File: src/rtl/fetch_line_ctrl.sv
// Fetch line buffer and single-outstanding I-cache miss controller.
// Holds one line, issues line requests on a miss, and drops responses killed by a flush.
package mmm_pkg;
  localparam int unsigned XLEN          = 32;
  localparam int unsigned ILEN          = 32;
  localparam int unsigned OFFSET        = 2;
  localparam int unsigned ICACHE_OFFSET = 2;
  localparam int unsigned LINE_W        = ILEN << ICACHE_OFFSET;
  localparam int unsigned LINE_WORDS    = 1 << ICACHE_OFFSET;
endpackage

module fetch_line_ctrl
  import mmm_pkg::*;
(
  input  logic              clk_i,
  input  logic              rst_i,
  input  logic [XLEN-1:0]   pc_i,
  input  logic              pc_valid_i,
  input  logic              flush_i,
  input  logic              here_i,
  input  logic              will_be_here_i,
  output logic [XLEN-1:0]   line_pc_o,
  output logic              line_valid_o,
  output logic [XLEN-1:0]   prev_pc_o,
  output logic [ILEN-1:0]   instr_o,
  output logic              instr_valid_o,
  input  logic              instr_ready_i,
  output logic              ic_req_valid_o,
  input  logic              ic_req_ready_i,
  output logic [XLEN-1:0]   ic_addr_o,
  input  logic              ic_resp_valid_i,
  input  logic [LINE_W-1:0] ic_resp_data_i
);

  localparam int unsigned LO = ICACHE_OFFSET + OFFSET;

  typedef enum logic [1:0] {S_IDLE, S_REQ, S_WAIT} state_t;

  state_t              state_q, state_d;
  logic                kill_q, kill_d;
  logic [XLEN-1:0]     prev_pc_q, prev_pc_d;
  logic [XLEN-1:0]     line_pc_q, line_pc_d;
  logic                line_valid_q, line_valid_d;
  logic [LINE_W-1:0]   line_data_q, line_data_d;
  logic                req_valid_q, req_valid_d;

  logic                trusted;
  logic                miss;
  logic [XLEN-1:0]     pc_aligned;
  logic [ICACHE_OFFSET-1:0] word_idx;

  // Byte-offset bits and the handshake from downstream do not affect this block.
  logic unused_inputs;
  assign unused_inputs = ^{pc_i[OFFSET-1:0], instr_ready_i};

  assign pc_aligned = {pc_i[XLEN-1:LO], {LO{1'b0}}};
  assign word_idx   = pc_i[LO-1:OFFSET];

  always_comb begin
    trusted      = (state_q != S_IDLE) & ~kill_q & will_be_here_i;
    miss         = pc_valid_i & ~here_i & ~flush_i & ~trusted;
    state_d      = state_q;
    kill_d       = kill_q;
    prev_pc_d    = prev_pc_q;
    line_pc_d    = line_pc_q;
    line_valid_d = line_valid_q & ~flush_i;
    line_data_d  = line_data_q;

    case (state_q)
      S_IDLE: begin
        if (miss) begin
          prev_pc_d = pc_aligned;
          state_d   = S_REQ;
        end
      end
      S_REQ: begin
        if (flush_i) kill_d = 1'b1;
        if (ic_req_ready_i) state_d = S_WAIT;
      end
      S_WAIT: begin
        if (ic_resp_valid_i) begin
          state_d = S_IDLE;
          if (kill_q | flush_i) begin
            kill_d = 1'b0;
          end else begin
            line_data_d  = ic_resp_data_i;
            line_pc_d    = prev_pc_q;
            line_valid_d = 1'b1;
          end
        end else if (flush_i) begin
          kill_d = 1'b1;
        end
      end
      default: state_d = S_IDLE;
    endcase

    req_valid_d = (state_d == S_REQ);
  end

  always_ff @(posedge clk_i or posedge rst_i) begin
    if (rst_i) begin
      state_q      <= S_IDLE;
      kill_q       <= 1'b0;
      prev_pc_q    <= '0;
      line_pc_q    <= '0;
      line_valid_q <= 1'b0;
      line_data_q  <= '0;
      req_valid_q  <= 1'b0;
    end else begin
      state_q      <= state_d;
      kill_q       <= kill_d;
      prev_pc_q    <= prev_pc_d;
      line_pc_q    <= line_pc_d;
      line_valid_q <= line_valid_d;
      line_data_q  <= line_data_d;
      req_valid_q  <= req_valid_d;
    end
  end

  always_comb begin
    instr_o = '0;
    for (int unsigned w = 0; w < LINE_WORDS; w++) begin
      if (word_idx == ICACHE_OFFSET'(w)) instr_o = line_data_q[w*ILEN +: ILEN];
    end
  end

  assign instr_valid_o  = pc_valid_i & here_i & ~flush_i & ~rst_i;
  assign line_pc_o      = line_pc_q;
  assign line_valid_o   = line_valid_q;
  assign prev_pc_o      = prev_pc_q;
  assign ic_req_valid_o = req_valid_q;
  assign ic_addr_o      = prev_pc_q;

endmodule

File: config.mk
export PLATFORM = sky130hd
export DESIGN_NAME = fetch_line_ctrl
export DESIGN_NICKNAME = d
export VERILOG_FILES = /design/src/rtl/fetch_line_ctrl.sv
export SDC_FILE = /design/constraint.sdc
export NUM_CORES = 1
export LEC_CHECK = 0
export CAP_MARGIN = 20
export CORE_ASPECT_RATIO = 1.25
export CORE_MARGIN = 3
export CORE_UTILIZATION = 45
export CTS_BUF_LIST = sky130_fd_sc_hd__clkbuf_4 sky130_fd_sc_hd__clkbuf_8
export DETAILED_ROUTE_END_ITERATION = 12
export GPL_TIMING_DRIVEN = 0
export PLACE_DENSITY = 0.86
export SETUP_SLACK_MARGIN = 0.3
export SYNTH_ARGS = -nofsm -noshare
export SYNTH_HDL_FRONTEND = slang
export SYNTH_SLANG_ARGS = --single-unit
File: constraint.sdc
create_clock -name clk_i -period 7.1 [get_ports clk_i]
set_input_delay 0.71 -clock clk_i [delete_from_list [all_inputs] [get_ports clk_i]]
set_output_delay 0.71 -clock clk_i [all_outputs]
set_load 0.01 [all_outputs]
; ---- Yosys cells after proc, flatten, opt, wreduce, memory -nomap -nowiden
; Index checks and enable logic that the tools add are counted.
[totals]
regBits = 189
out_inout_bits = 131
word_cells = 52
[op_classes]
eq_ne = 7
muxes = 15
bitwise_logic = 16
reduce_logical = 7
[op_table]
columns = operator, n
row1 = 32-bit 2-to-1 mux, 4
row2 = 1-bit bitwise AND, 9
row3 = "2-bit by 1-bit == test with 1-bit output, second input constant", 3
row4 = "2-bit == test, second input constant", 3
row5 = 1-bit 2-to-1 mux, 6
row6 = 2-bit 2-to-1 mux, 3
row7 = 1-bit inverter, 6
row8 = 2-bit one-hot mux with 3 select lines, 1
row9 = 2-bit zero test, 2
row10 = 2-bit AND reduction, 2
row11 = 2-bit nonzero test, 2
row12 = "3-bit inequality test, second input constant", 1
row13 = 3-bit AND reduction, 1
row14 = 1-bit one-hot mux with 2 select lines, 1
row15 = 1-bit bitwise OR, 1

; ---- Logic depth before layout (Yosys ltp)
[depth]
ltp_word = 8
ltp_mapped = 6

; ---- Worst setup path after synthesis
; No wires, ideal clock.
[synth_path]
kind = input port to output port
from = in pc_i[2]
to = out instr_o[10]
arrival_ns = 1.794
path_slack_ns = 4.596
stages = 3
path_buffers = 2
path_cell_list = clkbuf_1 > buf_2 > mux4_2
[synth_via]
elab_chain_len = 5
elab_cells_between_ends = 8
classes_between = eq/ne: 3 / mux: 4 / reduce/logical: 1
[synth_lines]
columns = element, line
row1 = "start, declared", 17  ; input logic [XLEN-1:0] pc_i,
row2 = 2-bit zero test, 123  ; if (word_idx == ICACHE_OFFSET'(w)) instr_o = line_data_q[w*ILEN +: ILEN];
row3 = 32-bit 2-to-1 mux (3 in series), 123
row4 = 32-bit 2-to-1 mux *, 123
row5 = "end, declared", 25  ; output logic [ILEN-1:0] instr_o,
; Mark *: on every way between the ends. The rest lies on a longest branch, timed or not.

; ---- Final worst setup path
[layout_path]
from = in pc_i[3]
to = out instr_o[17]
; The elaborated chain is that of the path after synthesis.

==> impl_metrics.ini <==
[floorplan]
io_pins = 300
die_h_um = 162
coreArea_um2 = 18900
dieArea_um2 = 21200
start_util_pct = 46.2
die_w_um = 131
rows = 56

[pwr]
p_per_area_nw_per_um2 = 343
p_int_uw = 3090
netSwitchingFraction_pct = 27.1
peakVddDrop_v = 0.000199
p_leak_uw = 0.00553
p_clk_share_pct = 18.2
power.switching_uw = 1150
pwr-share-comb_pct = 39.3
power.total_uw = 4240
seqPwrFrac_pct = 42.5

[clock_tree]
cts_inserted_buffers = 17
cts_sinks = 189
clock_latency_ns = 0.46
cts.htree.levels = 4
post-cts-setup-buffers = 0
clock_path_buffers = 2
clkTransAtPathRegs_ns = 0.10
cts_resized = 0
cts_hold_buffers = 0
cts_tree = built
cts_root_buf = clkbuf_8

[setup_path]
crit_fanout = 10
crit_family = buffers and inverters
worstRegToRegCells = 6
crit_path_cell_trace = clkdlybuf4s50_1 > buf_1 > mux4_2 > clkdlybuf4s50_1
reg2reg_to = line_data_q[15]$_DFFE_PP0P_
crit_arrival_ns = 2.85
reg2reg_slack_ns = 5.32
slowest_delay_ns = 0.64
crit_slowest_cell = clkdlybuf4s50_1
end_kind = output pin
cp_common_cell = clkdlybuf4s50_1
crit_buf_inv = 3
path_class = primary input to output pin
critPathLaunchType = primary input
required_ns = 6.39
r2r-start = state_q[0]$_DFF_PP0_

[place]
place_hpwl_um = 15900
portBuffers = 282
placed_area_um2 = 11900
gp_congestion = 0.798
dp_slack_ns = 3.53
dp.cells = 1020

[logic_synthesis]
netlist_instances = 494
ys_top_cells_by_area = dfrtp_1 54%, mux2_4 22%, mux4_2 8.2%
synth_top_family_by_area = multiplexers
synthMuxAreaShare_pct = 37.5
synth_seq_area_share_pct = 54.1
synth-simple-area-share_pct = 0.587
yosys.area.top_type = dfrtp_1
synthAdderAreaFrac_pct = 0
synthDistinctLibCells = 21
synth_compound_area_share_pct = 0.515
synth_xor_area_share_pct = 0
synth_top_area_share_pct = 54.1
synth_area_um2 = 8750
ys_seq_elements = 189
yosys_warnings = 0
avgSynthCellArea_um2 = 17.7

[detailed_routing]
first_pass_iters = 4
ant_nets = 0
vias = 5300
drcViolationCount = 0
viasPerCell = 5.04
drt_iter0_drc = 224
wirelength_um = 21200
wl_per_cell_um = 20.2

[run_status]
status = complete, no violations

[sta]
finalMaxSlewViolations = 0
setup_tns_ns = 0
tightest_slew_ns = 0.714
hold_violations = 0
fin_crit_ns = 3.56
worst_slack_ns = 3.54
max_freq_ghz = 0.281
finalCritPeriodShare_pct = 50.2
finalClockSkew_ns = 0.0128
setup_viol = 0
relSlewSlack_pct = 52.4
rsz0062_at_grt = false

[layout]
multi_input_area_um2 = 3420
drive_gt1_share_pct = 38.3
post-route-cell-area_um2 = 12400
area_growth_pct = 41.4
regArea_um2 = 4730
layout.nets = 976
fillers = 1341
stdcell_count = 1052
n_antenna_cell = 0

[flow_run]
drv_cap = 0

[global_routing]
grt_overflow = 0
grt_max_degree = 97
antenna_found_initial = 0
grt_pass1_wl_um = 32700
grt_pass1_vias = 5898
track_usage_pct = 20.4

[worst_hold_path]
min_to = line_valid_o$_DFF_PP0_
hold_path.class = flop to flop
hold_depth = 1
min_from = line_valid_o$_DFF_PP0_
worst reg2reg max path, cell delays in order (launching register included):
cell,delay (ns)
dfrtp_1,0.46
nor2_1,0.15
and4b_1,0.23
buf_6,0.13
buf_6,0.16
buf_6,0.21
mux2_4,0.33
final cells by class:
type	instances	share of cell area [%]
Clock buffer	20	2.12
Tap cell	232	2.35
Sequential cell	189	38.2
Clock inverter	12	1.40
Buffer	68	5.11
Inverter	2	0.121
Multi-Input combinational cell	246	27.6
Timing Repair Buffer	283	23.0
per-stage QoR:
step,util [%],hold WS [ns]
finish,65.4,0.500
global route,65.4,0.520
CTS,65.4,0.502
detailed placement,63.1,0.475
global placement,62.9,0.463
floorplan,-,0.476
how the worst max path moves through the flow:
stage / from / endpoint / slack [ns] / cells after the start
6_report: pc_i[3] / instr_o[17] / 3.54 / 4
5_1_grt: pc_i[3] / instr_o[19] / 3.45 / 4
4_1_cts: pc_i[3] / instr_o[19] / 3.52 / 4
3_5_place_dp: pc_i[3] / instr_o[16] / 3.53 / 4
3_3_place_gp: rst_i / line_data_q[17]$_DFFE_PP0P_ / -1.20 / 2
2_1_floorplan: rst_i / ic_addr_o[10]$_DFFE_PP0P_ / 1.25 / 1
sequential cells by signal, summed over array words and instances (netlist names):
signal	cells
line_data_q	128
ic_addr_o	28
line_pc_o	28
state_q	2
ic_req_valid_o	1
kill_q	1
line_valid_o	1
metal layers:
layer  track usage (%)  share of wire, %
met5                 0                 0
met4              6.55               2.4
met3              6.78               6.4
met2              35.0                52
met1              23.9                39
placed cells by master, fill, tap and decap left out, types with 3 or more instances in the layout:
| master | synthesis | final |
|---|---|---|
| a21o_1 | 3 | 3 |
| buf_12 | 11 | 11 |
| buf_2 | 8 | 8 |
| buf_4 | 40 | 40 |
| buf_6 | 5 | 5 |
| bufinv_16 | 0 | 3 |
| clkbuf_8 | 0 | 18 |
| clkdlybuf4s50_1 | 0 | 282 |
| clkinvlp_4 | 0 | 3 |
| conb_1 | 1 | 12 |
| dfrtp_1 | 189 | 189 |
| inv_6 | 0 | 3 |
| inv_8 | 0 | 4 |
| mux2_2 | 55 | 55 |
| mux2_4 | 129 | 129 |
| mux4_2 | 32 | 32 |
| nand2_1 | 3 | 3 |
| nor2_1 | 5 | 5 |
synthesized netlist by cell type:
library cell and number:
a21o_1 3, a21oi_1 2, and3_1 1, and4b_1 1
buf_1 2, buf_12 11, buf_2 8, buf_4 40
buf_6 5, clkbuf_1 2, conb_1 1, dfrtp_1 189
inv_1 2, mux2_2 55, mux2_4 129, mux4_2 32
nand2_1 3, nor2_1 5, nor3_1 1, o21a_1 1
o21ai_0 1
logic make-up (layout without fill, tap and decap cells):
family / after synthesis / after routing
AOI/OAI and AO/OA: 7 / 7
buffers and inverters: 70 / 385
and+or+nand+nor: 11 / 11
other: 1 / 12
muxes: 216 / 216
DFF: 189 / 189
power by group through the flow:
stage | clock, µW | combinational, µW | sequential [µW]
after floorplan | 0 | 916 | 1790
after global placement | 0 | 1650 | 1800
after detailed placement | 0 | 1680 | 1820
after CTS | 796 | 1690 | 1810
after global routing | 846 | 1770 | 1860
final | 773 | 1670 | 1800
Power figures use the tool's default switching activity.
